==> src/rtl/alu_rf_pkg.sv <==
// Shared definitions for the register-file/ALU sequencer: op codes and controller state encoding.
package alu_rf_pkg;

  localparam logic [3:0] OP_ADD  = 4'd0;
  localparam logic [3:0] OP_SUB  = 4'd1;
  localparam logic [3:0] OP_AND  = 4'd2;
  localparam logic [3:0] OP_OR   = 4'd3;
  localparam logic [3:0] OP_SLL  = 4'd4;
  localparam logic [3:0] OP_SRL  = 4'd5;
  localparam logic [3:0] OP_SRA  = 4'd6;
  localparam logic [3:0] OP_GT   = 4'd7;
  localparam logic [3:0] OP_LT   = 4'd8;
  localparam logic [3:0] OP_LAST = 4'd8;

  typedef enum logic [1:0] {
    IDLE,
    EXEC,
    WB,
    RESP
  } state_e;

  function automatic logic op_illegal(input logic [3:0] op);
    return op > OP_LAST;
  endfunction

endpackage

==> src/rtl/alu_rf_sequencer.sv <==
// Multi-cycle controller for the shared RF + ALU datapath: accept, execute, write back, respond.
module alu_rf_sequencer
  import alu_rf_pkg::*;
#(
  parameter int unsigned DATA_W     = 32,
  parameter int unsigned ADDR_W     = 5,
  parameter bit          PROTECT_R0 = 1'b0
) (
  input  logic              Clk,
  input  logic              Rst_n,
  input  logic              req_valid,
  output logic              req_ready,
  input  logic [3:0]        req_op,
  input  logic [ADDR_W-1:0] req_rs,
  input  logic [ADDR_W-1:0] req_rt,
  input  logic [ADDR_W-1:0] req_rd,
  input  logic [4:0]        req_shamt,
  input  logic              req_wsrc,
  input  logic              req_wen,
  input  logic [DATA_W-1:0] req_wdata,
  output logic [ADDR_W-1:0] rf_rr1,
  output logic [ADDR_W-1:0] rf_rr2,
  output logic [ADDR_W-1:0] rf_wr,
  output logic              rf_we,
  output logic              wd_sel,
  output logic [DATA_W-1:0] ext_wd,
  output logic [3:0]        alu_op,
  output logic [4:0]        alu_shamt,
  input  logic [DATA_W-1:0] alu_result,
  input  logic              alu_zero,
  output logic              rsp_valid,
  input  logic              rsp_ready,
  output logic [DATA_W-1:0] rsp_result,
  output logic              rsp_zero,
  output logic              rsp_err,
  output logic              busy
);

  state_e state_q, state_d;

  logic [3:0]        op_q;
  logic [ADDR_W-1:0] rs_q, rt_q, rd_q;
  logic [4:0]        shamt_q;
  logic              wsrc_q, wen_q, err_q;
  logic [DATA_W-1:0] wdata_q;
  logic [DATA_W-1:0] result_q;
  logic              zero_q;
  logic              write_ok;

  always_ff @(posedge Clk or negedge Rst_n) begin
    if (!Rst_n) begin
      state_q  <= IDLE;
      op_q     <= '0;
      rs_q     <= '0;
      rt_q     <= '0;
      rd_q     <= '0;
      shamt_q  <= '0;
      wsrc_q   <= 1'b0;
      wen_q    <= 1'b0;
      err_q    <= 1'b0;
      wdata_q  <= '0;
      result_q <= '0;
      zero_q   <= 1'b0;
    end else begin
      state_q <= state_d;
      if (state_q == IDLE && req_valid) begin
        op_q    <= req_op;
        rs_q    <= req_rs;
        rt_q    <= req_rt;
        rd_q    <= req_rd;
        shamt_q <= req_shamt;
        wsrc_q  <= req_wsrc;
        wen_q   <= req_wen;
        err_q   <= op_illegal(req_op);
        wdata_q <= req_wdata;
      end
      // Illegal ops report a zeroed result rather than whatever the ALU produced.
      if (state_q == EXEC) begin
        result_q <= err_q ? '0 : alu_result;
        zero_q   <= err_q ? 1'b0 : alu_zero;
      end
    end
  end

  assign write_ok = wen_q && !err_q && !(PROTECT_R0 && (rd_q == '0));

  always_comb begin
    state_d   = state_q;
    req_ready = 1'b0;
    rf_rr1    = '0;
    rf_rr2    = '0;
    rf_wr     = '0;
    rf_we     = 1'b0;
    wd_sel    = 1'b0;
    ext_wd    = '0;
    alu_op    = '0;
    alu_shamt = '0;
    rsp_valid = 1'b0;
    unique case (state_q)
      IDLE: begin
        req_ready = 1'b1;
        if (req_valid) state_d = EXEC;
      end
      EXEC: begin
        rf_rr1    = rs_q;
        rf_rr2    = rt_q;
        alu_op    = op_q;
        alu_shamt = shamt_q;
        state_d   = WB;
      end
      WB: begin
        // Keep the read side steady so the ALU-path write data does not move during the write.
        rf_rr1    = rs_q;
        rf_rr2    = rt_q;
        alu_op    = op_q;
        alu_shamt = shamt_q;
        rf_wr     = rd_q;
        rf_we     = write_ok;
        wd_sel    = ~wsrc_q;
        ext_wd    = wdata_q;
        state_d   = RESP;
      end
      RESP: begin
        rsp_valid = 1'b1;
        if (rsp_ready) state_d = IDLE;
      end
    endcase
  end

  assign rsp_result = result_q;
  assign rsp_zero   = zero_q;
  assign rsp_err    = err_q;
  assign busy       = (state_q != IDLE);

endmodule

==> config.mk <==
export PLATFORM = sky130hd
export DESIGN_NAME = alu_rf_sequencer
export DESIGN_NICKNAME = d
export VERILOG_FILES = /design/src/rtl/alu_rf_pkg.sv /design/src/rtl/alu_rf_sequencer.sv
export SDC_FILE = /design/constraint.sdc
export NUM_CORES = 1
export LEC_CHECK = 0
export ABC_AREA = 1
export CAP_MARGIN = 30
export CORE_ASPECT_RATIO = 1.25
export CORE_MARGIN = 5
export CORE_UTILIZATION = 42
export DETAILED_ROUTE_END_ITERATION = 10
export GPL_TIMING_DRIVEN = 0
export PLACE_DENSITY = 0.8
export SETUP_SLACK_MARGIN = 0.02
export SLEW_MARGIN = 20
export SYNTH_ARGS = -nofsm -noshare
export SYNTH_HDL_FRONTEND = slang
export SYNTH_SLANG_ARGS = --single-unit
==> constraint.sdc <==
create_clock -name Clk -period 1.6 [get_ports Clk]
set_input_delay 0.32 -clock Clk [delete_from_list [all_inputs] [get_ports Clk]]
set_output_delay 0.32 -clock Clk [all_outputs]
set_load 0.05 [all_outputs]
Word-level counts from Yosys, hierarchy flattened. Cells that the tools add are included.

Register bits after elaboration: 94.

Reduce and logical (&&, ||, !) cells: 7. Bitwise logic cells: 1. $lt $le $gt $ge: 1. Equal/unequal tests: 5. Mux-type cells: 15.

Operator list (count): 2-to-1 mux 32 bit (2); 2-to-1 mux 5 bit (4); case mux 2 bit (4 select lines) (1); 2-to-1 mux 1 bit (5); equality test 2 bit, second input constant (2); > comparator 4 bit, second input constant (1); 2-to-1 mux 2 bit (2); 2-to-1 mux 4 bit (1); inequality test 2 bit, second input constant (2); equality test 2 x 1 -> 1 bit, second input constant (1); logical AND 1 bit (2); logical NOT 2 bit (1); AND reduction 2 bit (1); nonzero test 2 bit (1); OR reduction 2 bit (1); logical NOT 1 bit (1); NOT 1 bit (1).

Logic depth before layout (Yosys ltp).
Word-level depth: 3. Depth in mapped cells: 7. Depth with buffers taken out: 6.

Worst setup path before layout. No wires, ideal clock.

Path type: register -> output. From: reg state_q[0]. To: out ext_wd[10]. Arrival time: 1.364 ns. Required time: 1.280 ns. Path slack: -0.084 ns. Path buffers: 2. Cell stages (with the launch flop): 7. Cell sequence: dfrtp_1 inv_1 ha_1 buf_2 buf_2 nand2_1 inv_1.

Cells in the longest elaborated chain, start to end: 2.

Ends and longest elaborated chain: from (decl) (RTL line alu_rf_sequencer.sv:39) `state_e state_q, state_d;`; from (signal assigned) (RTL line alu_rf_sequencer.sv:65) `state_q <= state_d;`; equality test 2 bit (RTL line alu_rf_sequencer.sv:99) `unique case (state_q)`; 2-to-1 mux 32 bit (RTL line alu_rf_sequencer.sv:99); to (decl) (RTL line alu_rf_sequencer.sv:26) `output logic [DATA_W-1:0] ext_wd,`.

Every way passes these cells.

Worst setup path after layout.
From: reg state_q[0]. To: out rf_rr2[4].

Cells in the longest elaborated chain, start to end: 3. Elaborated cells on any way between the ends: 4. Classes of those cells: eq/ne (2); mux (1); reduce/logical (1).

Ends and longest elaborated chain: equality test 2 x 1 -> 1 bit or equality test 2 bit (tied branches) (RTL line alu_rf_sequencer.sv:99); OR reduction 2 bit (no source line) (*); 2-to-1 mux 5 bit (*) (RTL line alu_rf_sequencer.sv:99); to (decl) (RTL line alu_rf_sequencer.sv:22) `output logic [ADDR_W-1:0] rf_rr2,`.

Mark *: on every way between the ends. The rest lies on a longest branch, timed or not.

==> run metrics <==
pin count of the biggest net entering global routing=a little over 60; Synth area leaders=dfrtp_1, nand2_1, inv_1; Seq cells post-synth=between 90 and 100; drt initial violations=134; Die Y=about 120 um; final hold violation count=0; Routed Antenna Nets=0; Period Utilization, post-route=1.23; area leader, netlist=dfrtp_1; first-pass GRT wire length=~21 mm; PortBufs=between 150 and 200; Power Dens Cells=2370 nW/um^2; CTS max path bufs=2; Final #Nets=about 860; synthesized area=4330 um^2; setup ws final=-0.367 ns; Cell Chain, Critical Path=inv_2 > buf_6 > ha_4 > buf_12 > nand2_4 > clkinvlp_4 > buf_8; share of the synthesized area in the top cell type=0.543; Worst Skew=between 0.005 and 0.006 ns; Relative slew margins=0.645; Max H-tree Level=3; CP endpoint kind=primary output; Core Footprint=slightly above 10000 um^2; sw frac=0.492; GPL Wtd Cong=0.853; Crit Path Class=flip-flop to primary output; chip width=between 100 and 150 um; DP Wirelength=between 9 and 10 mm; area grow syn2layout=82.2%; worst path required time=1.28 ns; RSZ-0062 raised after global routing=true; CP Buf/Inv Count=5; CP max stage delay=approximately 0.40 ns; syn_nets=approximately 640; Critical-path top delay cell=dfrtp_1; ant diodes=0; clk root buf=clkbuf_16; clock network power share=0.126; Final Setup Violations=60; full die area=around 12000 um^2; status=finished with violations; Comb pwr share=0.638; Max Transition Viols Final=0; drt wl/cell=15.6 um; leakage power=~3.9 nW; failing checks=negative setup slack; drt via density=approximately 4.8; DP Worst Slack=-0.890 ns; GR Overflow Total=0; Total GRT Usage=0.221; Final Instance Area=7890 um^2; Synth Area per Inst=roughly 8 um^2; f_max=0.508 GHz; Tmin final=1.97 ns; CP delay by family, top=buffers and inverters; number of global-route vias before repair=4411; Pre-Repair DR Iteration Count=5; CTS Buf Count=9; Hold Path Class=input port to asynchronous set/reset pin; post-synth cell types=16; sequential power share=0.236; critical path peak fanout=10; crit start category=flip-flop; register area share after synthesis=0.543; IO Pins=190; # fillers=between 600 and 700; Worst-path clk slew=0.06 ns; Synth Warn #=0; Critical Path AT=1.65 ns; total power=between 15 and 20 mW; total number of vias=roughly 4200; Routed WL=roughly 14 mm; initial antenna violation count=0; clk sink count=94; Post-Syn Instances=about 540; DRC violations left=0; clock latency on the worst-skew pair=0.34 ns; Psw=between 9 and 10 mW; Internal=between 9 and 10 mW; final core occ=0.781; Starting Density=0.429; share of layout cells above drive strength 1=0.332; VDD IR max=~1.9 mV; dpl cell area=about 6600 um^2; CTS tree=done; Max-Cap Viols=0; placed insts=860; # rows=approximately 40; fin cells=about 900; Tightest Pin Transition=about 0.53 ns
## power groups by stage
stage	sequential, mW	clock (mW)	combinational (mW)
2_1_floorplan	5.29	0	5.40
3_3_place_gp	4.09	0	9.46
3_5_place_dp	4.14	0	9.63
4_1_cts	4.27	2.39	11.3
5_1_grt	4.54	2.47	12.6
6_report	4.40	2.36	11.9
## cell usage in the layout (no fill, tap or decap), types with 2 or more instances in the layout
cell             netlist  routed
clkdlybuf4s50_1        0      93
clkbuf_1               2       2
ha_2                   0       2
buf_2                  7       2
inv_1                101      41
clkinv_4               0       2
clkbuf_2               1       2
nand2_4                0      43
dfrtp_1               94      93
clkbuf_16              0      10
buf_8                  0      47
clkdlybuf4s15_1        0      14
clkbuf_8               4       5
buf_16                 0       3
nand2_2                1      14
clkinvlp_4             0      50
nand3_1               36      36
o21ai_2                4       4
buf_4                  4       9
inv_2                  1      10
inv_4                  0       2
o21ai_0               33      32
bufinv_16              0       2
buf_12                 0       8
dlygate4sd2_1          0      18
ha_4                   0       4
nor2_2                 0       2
buf_6                 10      29
nand2_1              234     177
## per-layer routing
metal | wire length [um] | track usage
met1 | 5090 | 0.246
met2 | 7440 | 0.405
met3 | 1110 | 0.0440
met4 | 297 | 0.0910
met5 | 0 | 0
## final timing paths
path / from / end / slack [ns] / depth (start not counted)
min in group Clk: rs_q[0] / rs_q[0] / 0.50 / 2
setup / recovery: state_q[0] / rf_rr2[4] / -0.37 / 7
max in group asynchronous: Rst_n / state_q[1] / 0.56 / 3
setup reg to reg: state_q[0] / rsp_result[23] / 0.07 / 7
hold reg to reg: rs_q[0] / rs_q[0] / 0.50 / 2
hold / removal: Rst_n / rsp_result[4] / 0.44 / 2
## sequential cells by signal, summed over array words and instances, names as in the netlist
name,cells
op_q,4
wen_q,1
wdata_q,32
wsrc_q,1
rsp_err,1
shamt_q,5
rs_q,5
rd_q,5
rsp_zero,1
state_q,2
rsp_result,32
rt_q,5
## synthesized netlist by cell type
master    instances
clkbuf_2          1
o21ai_2           4
buf_6            10
buf_2             7
inv_1           101
clkbuf_1          2
nor2_1            3
inv_2             1
ha_1              6
buf_4             4
clkbuf_8          4
o21ai_0          33
nand2_1         234
dfrtp_1          94
nand2_2           1
nand3_1          36
## cells by family after synthesis
family / synth area share
AOI/OAI and AO/OA: 0.0462
adders and majority gates: 0.0173
buffers and inverters: 0.145
DFF: 0.543
and+or+nand+nor: 0.248
## timing repair
action                                 4_1_cts  5_1_grt
pin swaps                                   24        9
buffers inserted                             7        4
setup endpoints to repair                   95       76
cloned                                       3        1
endpoints found under the hold margin       33        0
resized for setup                          601       67
hold buffers                                 1        0
## stage by stage
stage          hold WS [ns]  TNS [ns]
5_1_grt               0.457    -20.36
6_report              0.437    -17.77
3_3_place_gp          0.462   -341.36
2_1_floorplan        0.0244    -0.253
4_1_cts               0.432    -17.28
3_5_place_dp          0.226    -44.65
## area by class of cell
class,instances,area (um^2),share of cell area
multi-input cells,317,1780,0.226
plain buffers,28,335,0.0425
inverters,102,572,0.0725
repair buffers,205,2350,0.298
clock buffers,10,239,0.0303
well taps,129,161,0.0205
flip-flops and latches,94,2350,0.298
clock inverters,6,93.8,0.0119
(Power assumes the default switching activity.)
